File: config.mk
export PLATFORM = sky130hd
export DESIGN_NAME = fetch_stage
export DESIGN_NICKNAME = d
export VERILOG_FILES = /design/src/rtl/fetch_pkg.sv /design/src/rtl/if_id_reg.sv /design/src/rtl/fetch_stage.sv
export SDC_FILE = /design/constraint.sdc
export NUM_CORES = 1
export LEC_CHECK = 0
export CAP_MARGIN = 20
export CORE_MARGIN = 5
export CORE_UTILIZATION = 38
export DETAILED_ROUTE_END_ITERATION = 10
export MAX_ROUTING_LAYER = met4
export PLACE_DENSITY = 0.84
export SYNTH_ARGS = -nofsm -noshare
export SYNTH_HDL_FRONTEND = slang
export SYNTH_SLANG_ARGS = --single-unit
File: constraint.sdc
create_clock -name Clk -period 2.3 [get_ports Clk]
set_input_delay 0.46 -clock Clk [delete_from_list [all_inputs] [get_ports Clk]]
set_output_delay 0.46 -clock Clk [all_outputs]
set_load 0.02 [all_outputs]
File: src/rtl/fetch_pkg.sv
// Shared types and constants for the instruction-fetch stage.
package fetch_pkg;
  localparam logic [31:0] NOP_WORD_DEF = 32'h0000_0000;
  localparam logic [31:0] PC_STEP      = 32'd4;

  typedef struct packed {
    logic [31:0] instruction;
    logic [31:0] pc_plus4;
    logic        valid;
  } if_id_t;
endpackage

File: src/rtl/if_id_reg.sv
// IF/ID payload register: flush injects a bubble, hold freezes, load captures.
module if_id_reg
  import fetch_pkg::*;
#(
  parameter logic [31:0] NOP_WORD = NOP_WORD_DEF
) (
  input  logic   Clk,
  input  logic   Reset,
  input  logic   load,
  input  logic   flush,
  input  logic   hold,
  input  if_id_t d,
  output if_id_t q
);
  if_id_t bubble;
  assign bubble = '{instruction: NOP_WORD, pc_plus4: 32'd0, valid: 1'b0};

  always_ff @(posedge Clk or posedge Reset) begin
    if (Reset)          q <= bubble;
    else if (flush)     q <= bubble;
    else if (hold)      q <= q;
    else if (load)      q <= d;
  end
endmodule

File: src/rtl/fetch_stage.sv
// Instruction-fetch stage: next-PC select, post-reset warm bubble, IF/ID register
// and a saturating count of redirect flushes.
module fetch_stage
  import fetch_pkg::*;
#(
  parameter logic [31:0] NOP_WORD    = NOP_WORD_DEF,
  parameter int          FLUSH_CNT_W = 8
) (
  input  logic                   Clk,
  input  logic                   Reset,
  input  logic [31:0]            PC,
  input  logic [31:0]            Instruction,
  input  logic                   Stall,
  input  logic                   BranchTaken,
  input  logic [31:0]            BranchTarget,
  input  logic                   Jump,
  input  logic [31:0]            JumpTarget,
  output logic [31:0]            Address,
  output logic [31:0]            IF_ID_Instruction,
  output logic [31:0]            IF_ID_PCPlus4,
  output logic                   IF_ID_Valid,
  output logic [FLUSH_CNT_W-1:0] FlushCount
);
  logic [31:0] pc_plus4;
  logic        redirect;
  logic        warm;
  if_id_t      d, q;

  assign pc_plus4 = PC + PC_STEP;
  assign redirect = Jump | BranchTaken;

  // Warm mirrors the PC register's one-cycle hold after reset release.
  always_ff @(posedge Clk or posedge Reset) begin
    if (Reset) warm <= 1'b1;
    else       warm <= 1'b0;
  end

  always_comb begin
    Address = pc_plus4;
    if (warm)             Address = PC;
    else if (Jump)        Address = {JumpTarget[31:2], 2'b00};
    else if (BranchTaken) Address = {BranchTarget[31:2], 2'b00};
    else if (Stall)       Address = PC;
  end

  assign d = '{instruction: Instruction, pc_plus4: pc_plus4, valid: 1'b1};

  if_id_reg #(.NOP_WORD(NOP_WORD)) u_if_id (
    .Clk   (Clk),
    .Reset (Reset),
    .load  (~Stall),
    .flush (warm | redirect),
    .hold  (Stall),
    .d     (d),
    .q     (q)
  );

  assign IF_ID_Instruction = q.instruction;
  assign IF_ID_PCPlus4     = q.pc_plus4;
  assign IF_ID_Valid       = q.valid;

  always_ff @(posedge Clk or posedge Reset) begin
    if (Reset)
      FlushCount <= '0;
    else if (redirect && !warm && (FlushCount != {FLUSH_CNT_W{1'b1}}))
      FlushCount <= FlushCount + 1'b1;
  end
endmodule

# Yosys cells after proc, flatten, opt, wreduce, memory -nomap -nowiden
# Cells that the tools add are included.
[word_totals]
register_bits = 74
in_bits = 133
output_inout_bits = 105
elab_cells = 20
[op_classes]
addsub = 2
eq_ne = 2
mux = 6
bitwise_logic = 2
n_reduce_logical = 3
[ops]
columns = ["cell", "n"]
rows = [
  ["2-to-1 mux 65 bit", 2],
  ["2-to-1 mux 32 bit", 4],
  ["adder 32 x 3 -> 32 bit, second input constant", 1],
  ["adder 8 x 1 -> 8 bit, second input constant", 1],
  ["inequality test 8 bit, second input constant", 1],
  ["logical AND 1 bit", 2],
  ["inequality test 2 x 1 -> 1 bit, second input constant", 1],
  ["OR 1 bit", 2],
  ["logical NOT 1 bit", 1],
]

# Longest topological paths before layout
# Gate-level depths: netlist of run 1.
[logic_depth]
depth_word = 5
mapped_depth = 7
mapped_depth_nobuf = 6

# By module
# A second synthesis of run 1 with hierarchy kept.
[unflattened]
cells_unflattened = 669
area_unflattened_um2 = 5823.1
[by_module_without_submodules]
columns = ["mod", "n_inst", "cells_per_inst", "area_each_um2", "seq_area_each_um2"]
rows = [
  ["if_id_reg", 1, 297, 3387.0, 1626.6],
  ["fetch_stage", 1, 372, 2436.1, 226.5],
]

# Least setup slack after synthesis of run 1
# No wires, ideal clock.
[synth_path]
kind = "in2out"
from = "in PC[8]"
to = "out Address[20]"
arrival_ns = 2.292
required_ns = 1.840
slack_ns = -0.452
cell_stages = 6
n_path_buf = 1
cell_sequence = "clkbuf_1 > nand2_1 > nor4_4 > nand4_1 > o41a_1 > o21ai_0"
[synth_via]
elab_chain_len = 5
[synth_rtl]
columns = ["item", "line_no", "rtl"]
rows = [
  ["start, declared", "fetch_stage.sv:11", "input logic [31:0] PC,"],
  ["adder 32 x 3 -> 32 bit", "fetch_stage.sv:29", "assign pc_plus4 = PC + PC_STEP;"],
  ["2-to-1 mux 32 bit", "fetch_stage.sv:43", "else if (Stall) Address = PC;"],
  ["2-to-1 mux 32 bit", "fetch_stage.sv:42", "else if (BranchTaken) Address = {BranchTarget[31:2], 2'b00};"],
  ["2-to-1 mux 32 bit", "fetch_stage.sv:41", "else if (Jump) Address = {JumpTarget[31:2], 2'b00};"],
  ["2-to-1 mux 32 bit", "fetch_stage.sv:40", "if (warm) Address = PC;"],
  ["end, declared", "fetch_stage.sv:18", "output logic [31:0] Address,"],
]
# Every way passes these cells.

# Worst setup path after layout of run 1
[layout_path]
from = "in Stall"
to = "out Address[27]"
[layout_via]
elab_chain_len = 4
[layout_rtl]
columns = ["item", "line_no", "rtl"]
rows = [
  ["start, declared", "fetch_stage.sv:13", "input logic Stall,"],
  ["2-to-1 mux 32 bit", "fetch_stage.sv:43", ""],
  ["2-to-1 mux 32 bit", "fetch_stage.sv:42", ""],
  ["2-to-1 mux 32 bit", "fetch_stage.sv:41", ""],
  ["2-to-1 mux 32 bit", "fetch_stage.sv:40", ""],
]
# Every way passes these cells.

==> results of run 1 <==
## per-layer routing
metal	GRT usage, %	wire, um	vias up
met4	7.80	531	0
li1	-	-	2883
met3	5.32	1760	43
met1	36.4	9130	2936
met2	43.0	10400	326
met5	-	0	-
## cell type report
cell class                 count  area (sq um)  area share [%]
clock buffer                  10           229            2.43
clock inverter                 6          67.6           0.718
inverter                      17          67.6           0.718
multi-input combinational    458          3220            34.1
sequential                    74          1850            19.7
tap                          172           215            2.29
timing repair buffer         405          3770            40.0
## state kept, by name (all words and copies together), names as in the netlist
register and count:
FlushCount 8, u_if_id.q 65, warm 1
## power by group
group | internal (mW) | switching [mW] | leakage [nW]
clock network | 0.841 | 0.535 | 0.139
logic | 0.764 | 0.727 | 2.98
registers | 1.38 | 0.0913 | 1.00
total | 2.99 | 1.35 | 4.13
## kinds of logic after synthesis
group	Yosys count	share of synthesized area (%)
simple gates	198	20.1
xor+xnor	37	6.49
fa+ha+maj	2	0.501
compound gates	181	21.8
other cells	1	0.0751
buf+inv	66	6.16
flops	74	37.1
mux	39	7.86
## worst max path at each step
stage,startpoint,end,depth (start not counted)
floorplan,PC[9],Address[21],6
global placement,PC[9],Address[21],7
detailed placement,PC[9],Address[21],7
CTS,PC[13],Address[20],10
global route,PC[13],Address[21],8
finish,Stall,Address[27],9
## metrics by stage
step / power (mW) / utilization (%) / setup TNS [ps]
finish: 4.34 / 73.7 / -1770
global route: 4.54 / 73.7 / -2880
CTS: 4.31 / 70.8 / -2240
detailed placement: 2.87 / 64.8 / -35460
global placement: 2.85 / 64.8 / -33980
floorplan: 2.12 / - / -411
## synth_stat cells (all sizes together) (2+ instances only)
cell and instances:
o41a 2, nor3 12, nand2b 5, a31oi 10, mux2 2, mux2i 37
o21ai 67, nand4 13, a211oi 3, buf 17, nand3 17, dfrtp 73
o21a 5, xnor2 15, and3 5, o31a 2, a221oi 4, nor4 9
nand4b 2, nand2 37, ha 2, or3 5, nor2b 4, a22o 7
o22a 2, inv 16, o22ai 5, clkbuf 32, o211ai 3, xor2 22
and4 2, a21oi 52, nor2 81, a222oi 3, a22oi 9, or2 2
## timing repair
item,4_1_cts,5_1_grt
gates resized for setup,334,80
pin swaps,42,41
setup buffers,40,18
setup endpoints to repair,33,31
## worst reg2reg max path: stages, from the launching register on
cell and delay (ps):
dfstp_2 600, buf_4 140, buf_8 170, nor2_1 90
buf_4 150, buf_4 140, o21ai_1 200, mux2_2 380
==> metrics.md, run 1 <==
| Metric | Value |
|---|---|
| Root buf cell | clkbuf_16 |
| 1st-pass router iterations | 5 |
| Failing checks | setup timing |
| Placed Instance Area | 8280 sq um |
| Later-pin clock latency in the skew report | 330 ps |
| Syn Nets | 733 |
| Vias in the first global route | 5957 |
| Max FO, Critical Path | 3 |
| Placer's final routability congestion estimate | 1.03 |
| H-tree Lvls | 3 |
| CP Capture Type | output pin |
| Required time worst endpoint | 1840 ps |
| Slew Limit Fails | 0 |
| R2r endpoint | FlushCount[1] |
| Slew headroom | 64.7% |
| Initial core utilization | 39.1% |
| Dpl hpwl | 16200 um |
| Min-delay src | u_if_id.q[0] |
| Residual DRC | 0 |
| Drt total wl | 21900 um |
| Yosys top cell by area | dfrtp_1 |
| Synth warn | 0 |
| # hold bufs at CTS | 0 |
| GRT Total Usage | 27.4% |
| I/O pin count | 238 |
| Finished Layout Cells | 1142 |
| Non-Filler Cell Area, Final | 9420 sq um |
| Most frequent cells in the layout | clkdlybuf4s50_1, buf_4, dfrtp_1, nor2_1, buf_6 |
| Via count | 6188 |
| Static Leak | 4.13 nW |
| Period utilization | 109% |
| Pre-CTS setup slack | -1300 ps |
| Reg2Reg Setup Slack | 310 ps |
| Hold Crit Class | register to register |
| Crit-path leading delay family | buffers and inverters |
| Clock skew | 8.58 ps |
| Max_cap viols | 0 |
| Clk sinks | 74 |
| Worst hold endpoint | u_if_id.q[0] |
| Post-Syn Instances | 598 |
| Rows | 41 |
| Synth cell types | 59 |
| DR WL/cell | 19.1 um |
| Area Growth Syn to Fin | 88.5% |
| Clock Tree Buf Depth | 2 |
| Cell Area, Synth | 5000 sq um |
| Tmin final | 2510 ps |
| Crit Path Category | input pin to output pin |
| RSZ-0062 raised after global routing | true |
| Slowest stage delay, CP | 270 ps |
| Share of layout cells above drive strength 1 | 32.7% |
| Largest net degree at the start of global routing | 75 |
| Worst Path Buf+Inv | 4 |
| Top FF cell, synth | dfrtp_1 |
| Worst Path Arrival | 2050 ps |
| # diodes | 0 |
| Number of routed nets with antenna violations | 0 |
| Yosys reg bits | 74 |
| Placed Cells | 1073 |
| # fillers | 923 |
| R2R cell count | 7 |
| CP dominant cell by count | buf_4 |
| Commonest non-fill, non-tap cell in the layout | clkdlybuf4s50_1 |
| Hold path cells | 1 |
| Die width | 125 um |
| Fmax | 398 MHz |
| Final hold violation count | 0 |
| Die ar. | 15500 sq um |
| Fin worst setup slack | -210 ps |
| Core area | 12800 sq um |
| Outcome | complete, but fails checks |
| Number of synthesized flops with an enable pin | 0 |
| Startpoint types | input pin |
| WHS | 500 ps |
| Largest cells by area after synthesis | dfrtp_1, mux2i_1, o21ai_0 |
| # nets final | 1100 |
| Clock transition at the registers of the reported paths | 60 ps |
| Worst-Margin Slew | 530 ps |
| CTS Buf Count | 9 |
| # port buffers | 233 |
| Die H | 125 um |
| Async set-or-reset flop fraction in the synthesized netlist | 100% |
| Mean Syn Cell Area | 8.35 sq um |
| Crit-path cells | buf_8 -> nand4b_1 -> buf_4 -> nor4_4 -> buf_4 -> and2_4 -> a21oi_2 -> a311oi_2 -> buf_4 |
| Initial antenna violation count | 0 |
| CP max stage cell | nor4_4 |
| Overflow after GRT | 0 |
| Via/cell ratio | 5.42 |
| Final setup violation count | 21 |
| First-pass GRT wire length | 33100 um |
| Peak VDD IR | 0.500 mV |
| CTS tree | built |
| Reg2reg start | warm |
| Sequential area share after synthesis | 37.1% |
| Yosys top cell area share | 36.6% |
| Power per cell area | 461 nW/um^2 |
| DRT iter0 DRCs | 577 |
(Power assumes the default switching activity.)
==> run 2, diff against run 1 <==
- ABC_AREA: not set -> 0
- CAP_MARGIN: 20 -> 5
- GPL_ROUTABILITY_DRIVEN: not set -> 0
==> metrics.md, run 2 (synthesis gave the netlist of run 1 again) <==
| Metric | Value |
|---|---|
| Outcome | complete, but fails checks (unchanged) |
| Failing checks | setup timing (unchanged) |
| Sw power | 1.39 mW (was 1.35 mW) |
| CTS Buf Count | 9 (unchanged) |
| WHS | 474 ps (was 500 ps) |
| CTS tree | built (unchanged) |
| Share of layout cells above drive strength 1 | 31.0% (was 32.7%) |
| Startpoint types | input pin (unchanged) |
| Clock skew | 11.6 ps (was 8.58 ps) |
| Worst Path Arrival | 2100 ps (was 2050 ps) |
| Static Leak | 4.07 nW (was 4.13 nW) |
| Clock transition at the registers of the reported paths | 60 ps (about the same) |
| Pint | 3.09 mW (was 2.99 mW) |
| Pre-CTS setup slack | -1330 ps (was -1300 ps) |
| H-tree Lvls | 3 (unchanged) |
| Core area | 12800 sq um (unchanged) |
| Initial antenna violation count | 2 (was 0) |
| Fin worst setup slack | -263 ps (was -210 ps) |
| DR WL/cell | 19.5 um (was 19.1 um) |
| Tmin final | 2560 ps (was 2510 ps) |
| Top flop regs | u_if_id.q (65), FlushCount (8), warm (1) (unchanged) |
| Fmax | 390 MHz (was 398 MHz) |
| Overflow after GRT | 0 (unchanged) |
| Final hold violation count | 0 (unchanged) |
| Comb pwr share | 32.9% (was 34.4%) |
| Dpl hpwl | 15600 um (was 16200 um) |
| First-pass GRT wire length | 34100 um (was 33100 um) |
| Rows | 41 (unchanged) |
| CP Capture Type | output pin (unchanged) |
| Most flop-heavy register | u_if_id.q (unchanged) |
| Die width | 125 um (unchanged) |
| Die H | 125 um (unchanged) |
| I/O pin count | 238 (unchanged) |
| Drt total wl | 22200 um (was 21900 um) |
| Largest net degree at the start of global routing | 75 (unchanged) |
| Via count | 6275 (was 6188) |
| Root buf cell | clkbuf_16 (unchanged) |
| RSZ-0062 raised after global routing | true (unchanged) |
| Max_cap viols | 0 (unchanged) |
| Later-pin clock latency in the skew report | 340 ps (was 330 ps) |
| Residual DRC | 0 (unchanged) |
| Power share of the clock group | 34.3% (was 31.7%) |
| # fillers | 877 (was 923) |
| Sw frac | 31.1% (was 31.2%) |
| # port buffers | 233 (unchanged) |
| Most frequent cells in the layout | clkdlybuf4s50_1, buf_4, nor2_1, dfrtp_1, buf_6 (was clkdlybuf4s50_1, buf_4, dfrtp_1, nor2_1, buf_6) |
| Final setup violation count | 20 (was 21) |
| Via/cell ratio | 5.52 (was 5.42) |
| Required time worst endpoint | 1840 ps (about the same) |
| Die ar. | 15500 sq um (unchanged) |
| Hold Crit Class | register to register (unchanged) |
| DRT iter0 DRCs | 755 (was 577) |
| Largest register FFs | 65 (unchanged) |
| Vias in the first global route | 6174 (was 5957) |
| # nets final | 1092 (was 1100) |
| Number of routed nets with antenna violations | 0 (unchanged) |
| Power per cell area | 482 nW/um^2 (was 461 nW/um^2) |
| Area Growth Syn to Fin | 86.2% (was 88.5%) |
| Slew Limit Fails | 0 (unchanged) |
| Sequential power share | 32.8% (was 34.0%) |
| 1st-pass router iterations | 5 (unchanged) |
| # hold bufs at CTS | 0 (unchanged) |
| Period utilization | 111% (was 109%) |
| GRT Total Usage | 27.9% (was 27.4%) |
| Clock Tree Buf Depth | 2 (unchanged) |
| Commonest non-fill, non-tap cell in the layout | clkdlybuf4s50_1 (unchanged) |
| Crit Path Category | input pin to output pin (unchanged) |
| Clk sinks | 74 (unchanged) |
| Peak VDD IR | 0.325 mV (was 0.500 mV) |
| Pwr Total | 4.49 mW (was 4.34 mW) |
| Max FO, Critical Path | 4 (was 3) |
| Initial core utilization | 39.1% (unchanged) |
| Reg2Reg Setup Slack | 540 ps (was 310 ps) |
## run 2: worst paths after layout
kind / from / to / cells after the start
setup / recovery: PC[11] / Address[20] / 9
hold / removal: u_if_id.q[0] / u_if_id.q[0] / 1
max in group asynchronous: Reset / warm / 3
hold reg to reg: u_if_id.q[0] / u_if_id.q[0] / 1
setup reg to reg: warm / FlushCount[1] / 6
min in group asynchronous: Reset / u_if_id.q[39] / 3
## run 2: metal layers
metal	up-vias	share of wire, %	global-route usage (%)
li1	2869	-	-
met4	0	4.4	12.3
met1	2953	40	35.9
met2	375	47	43.3
met3	78	9.1	4.72
met5	-	0	-
## run 2: final cells by class
type                    instances  area [sq um]  share of cell area (%)
repair buffers                397          3690                    39.6
multi-input cells             458          3150                    33.9
flip-flops and latches         74          1850                    19.9
clock buffers                  10           229                    2.46
well taps                     172           215                    2.31
clock inverters                 6          90.1                   0.969
inverters                      17          70.1                   0.753
diodes                          2          5.00                  0.0538
## run 2: power by group through the flow
stage                     logic [mW]  clock network, mW  registers, mW
after global placement          1.36                  0           1.49
after global routing            1.57               1.61           1.49
after detailed placement        1.38                  0           1.50
after CTS                       1.43               1.56           1.47
final                           1.48               1.54           1.47
after floorplan                0.542                  0           1.58
## run 2: what timing repair did
item                                    CTS  global route
setup buffers                            44            12
cloned                                    0             1
endpoints found under the setup margin   33            32
gates resized for setup                 329            61
pin swaps                                47            45
## run 2: metrics by stage
stage | instance area, sq um | setup TNS (ps) | utilization (%) | std cells
detailed placement | 8280 | -32780 | 64.8 | 1070
CTS | 9130 | -2440 | 71.4 | 1128
floorplan | 5100 | -411 | - | 598
finish | 9300 | -2340 | 72.8 | 1136
global route | 9300 | -3670 | 72.8 | 1136
global placement | 8280 | -30950 | 64.8 | 1070
## run 2: worst max-delay path: stages
cell and delay [ps]:
buf_8 80, buf_6 90, nand4_1 140, buf_4 170
nor4_4 280, nand4_1 210, o41a_1 370, o21ai_2 140
buf_6 140
==> run 3, diff against run 2 <==
- clock period: 2.3 -> 2.25 ns (I/O delays scaled with it)
==> metrics.md, run 3 (synthesis gave the netlist of run 1 again) <==
| Metric | Value |
|---|---|
| Outcome | complete, but fails checks (unchanged) |
| Failing checks | setup timing (unchanged) |
| Vias in the first global route | 6334 (was 6174) |
| Rows | 41 (unchanged) |
| Static Leak | 4.14 nW (was 4.07 nW) |
| Utilization after layout | 74.1% (was 72.8%) |
| Crit-path leading delay family | simple AND/OR/NAND/NOR gates (unchanged) |
| Clock transition at the registers of the reported paths | 60 ps (about the same) |
| Residual DRC | 0 (unchanged) |
| Dpl hpwl | 15400 um (was 15600 um) |
| Clk sinks | 74 (unchanged) |
| Initial antenna violation count | 1 (was 2) |
| Initial core utilization | 39.1% (unchanged) |
| Number of routed nets with antenna violations | 0 (unchanged) |
| CTS Buf Count | 9 (unchanged) |
| Clock skew | 12.9 ps (was 11.6 ps) |
| Final hold violation count | 0 (unchanged) |
| Max FO, Critical Path | 3 (was 4) |
| Drt total wl | 22300 um (was 22200 um) |
| Worst Path Buf+Inv | 3 (was 4) |
| First-pass GRT wire length | 33300 um (was 34100 um) |
| Commonest non-fill, non-tap cell in the layout | clkdlybuf4s50_1 (unchanged) |
| Slew Limit Fails | 0 (unchanged) |
| Reg2reg start | warm (unchanged) |
| Slowest stage delay, CP | 360 ps (was 370 ps) |
| Largest register FFs | 65 (unchanged) |
| Period utilization | 111% |
| Power per cell area | 502 nW/um^2 (was 482 nW/um^2) |
| Startpoint types | input pin (unchanged) |
| R2R cell count | 5 (was 6) |
| # port buffers | 233 (unchanged) |
| CP Capture Type | output pin (unchanged) |
| Non-Filler Cell Area, Final | 9460 sq um (was 9300 sq um) |
| Share of layout cells above drive strength 1 | 32.5% (was 31.0%) |
| Most frequent cells in the layout | clkdlybuf4s50_1, buf_4, dfrtp_1, nor2_1, buf_6 (was clkdlybuf4s50_1, buf_4, nor2_1, dfrtp_1, buf_6) |
| Fmax | 399 MHz |
| Total stage count of the critical path | 8 (was 9) |
| Required time worst endpoint | 1800 ps (was 1840 ps) |
| CP startpoint | PC[12] (was PC[11]) |
| RSZ-0062 raised after global routing | true (unchanged) |
| R2r endpoint | FlushCount[1] (unchanged) |
| 1st-pass router iterations | 5 (unchanged) |
| H-tree Lvls | 3 (unchanged) |
| Via/cell ratio | 5.55 (was 5.52) |
| Hold Crit Class | register to register (unchanged) |
| CTS tree | built (unchanged) |
| Tmin final | 2510 ps |
| Most flop-heavy register | u_if_id.q (unchanged) |
| Via count | 6313 (was 6275) |
| Core area | 12800 sq um (unchanged) |
| Overflow after GRT | 0 (unchanged) |
| Final setup violation count | 22 (was 20) |
| DR WL/cell | 19.6 um (was 19.5 um) |
| Top flop regs | u_if_id.q (65), FlushCount (8), warm (1) (unchanged) |
| # nets final | 1094 (was 1092) |
| Later-pin clock latency in the skew report | 350 ps (was 340 ps) |
| Reg2Reg Setup Slack | 560 ps (was 540 ps) |
| Placed Instance Area | 8340 sq um (was 8280 sq um) |
| Crit-path cells | buf_8 -> buf_6 -> nand4_4 -> or3_4 -> or3_4 -> o41a_1 -> o21ai_2 -> buf_6 (was buf_8 -> buf_6 -> nand4_1 -> buf_4 -> nor4_4 -> nand4_1 -> o41a_1 -> o21ai_2 -> buf_6) |
| Worst Path Arrival | 2060 ps (was 2100 ps) |
| CP max stage cell | or3_4 (was o41a_1) |
| # hold bufs at CTS | 0 (unchanged) |
| Fin worst setup slack | -257 ps (was -263 ps) |
| Root buf cell | clkbuf_16 (unchanged) |
| Critical Path Sink | Address[21] (was Address[20]) |
| Crit Path Category | input pin to output pin (unchanged) |
| DRT iter0 DRCs | 625 (was 755) |
| I/O pin count | 238 (unchanged) |
| GRT Total Usage | 27.3% (was 27.9%) |
| Largest net degree at the start of global routing | 75 (unchanged) |
| Clock Tree Buf Depth | 2 (unchanged) |
| Die width | 125 um (unchanged) |
| Area Growth Syn to Fin | 89.4% (was 86.2%) |
| Peak VDD IR | 0.328 mV (was 0.325 mV) |
| Die H | 125 um (unchanged) |
| Max_cap viols | 0 (unchanged) |
| Die ar. | 15500 sq um (unchanged) |
run 3: cell types whose count changed in the layout (fill, tap and decap cells not counted), moves of 3 or more:
| cell | delta |
|---|---|
| nor2_1 | -5 |
| nand3_4 | +3 |
| clkdlybuf4s15_1 | -3 |
| nand3_1 | -3 |
| nor2_4 | +3 |
run 3: per-layer routing:
metal  track usage, %  up-vias  routed length [um]
met5                -        -                   0
met4             13.9        0                 996
met3             4.89       84                1590
met2             44.3      335               11000
met1             32.5     3028                8740
li1                 -     2866                   -
run 3: worst min-delay path by stage:
stage	startpoint	slack [ps]	cells past startpoint	to
finish	u_if_id.q[0]	490	1	u_if_id.q[0]
global route	u_if_id.q[0]	520	1	u_if_id.q[0]
detailed placement	u_if_id.q[0]	470	1	u_if_id.q[0]
floorplan	FlushCount[5]	590	1	FlushCount[5]
global placement	u_if_id.q[0]	460	1	u_if_id.q[0]
CTS	u_if_id.q[0]	490	1	u_if_id.q[0]
run 3: final cells by class:
| class | count | area [sq um] |
|---|---|---|
| clock buffers | 10 | 229 |
| inverters | 17 | 70.1 |
| flip-flops and latches | 74 | 1850 |
| multi-input cells | 458 | 3270 |
| fillers | 873 | 3310 |
| clock inverters | 6 | 113 |
| diodes | 1 | 2.50 |
| well taps | 172 | 215 |
| repair buffers | 399 | 3710 |
run 3: where the power goes:
group	switching (mW)	internal, mW	total, mW
combinational	0.752	0.787	1.54
sequential	0.0932	1.41	1.51
clock	0.616	1.09	1.71
run 3: metrics by stage:
step	setup WS, ps	std cells	TNS (ps)	power [mW]	hold WS, ps
2_1_floorplan	-250	598	-587	2.17	590
3_5_place_dp	-1260	1076	-34470	2.95	474
4_1_cts	-305	1121	-2420	4.68	488
6_report	-257	1137	-2720	4.75	485
3_3_place_gp	-1230	1076	-34100	2.92	463
5_1_grt	-298	1137	-4080	4.92	518
run 3: what timing repair did:
| action | CTS | global route |
|---|---|---|
| gates resized for setup | 318 | 94 |
| pin swaps | 41 | 41 |
| buffers inserted | 29 | 17 |
| setup endpoints to repair | 32 | 31 |
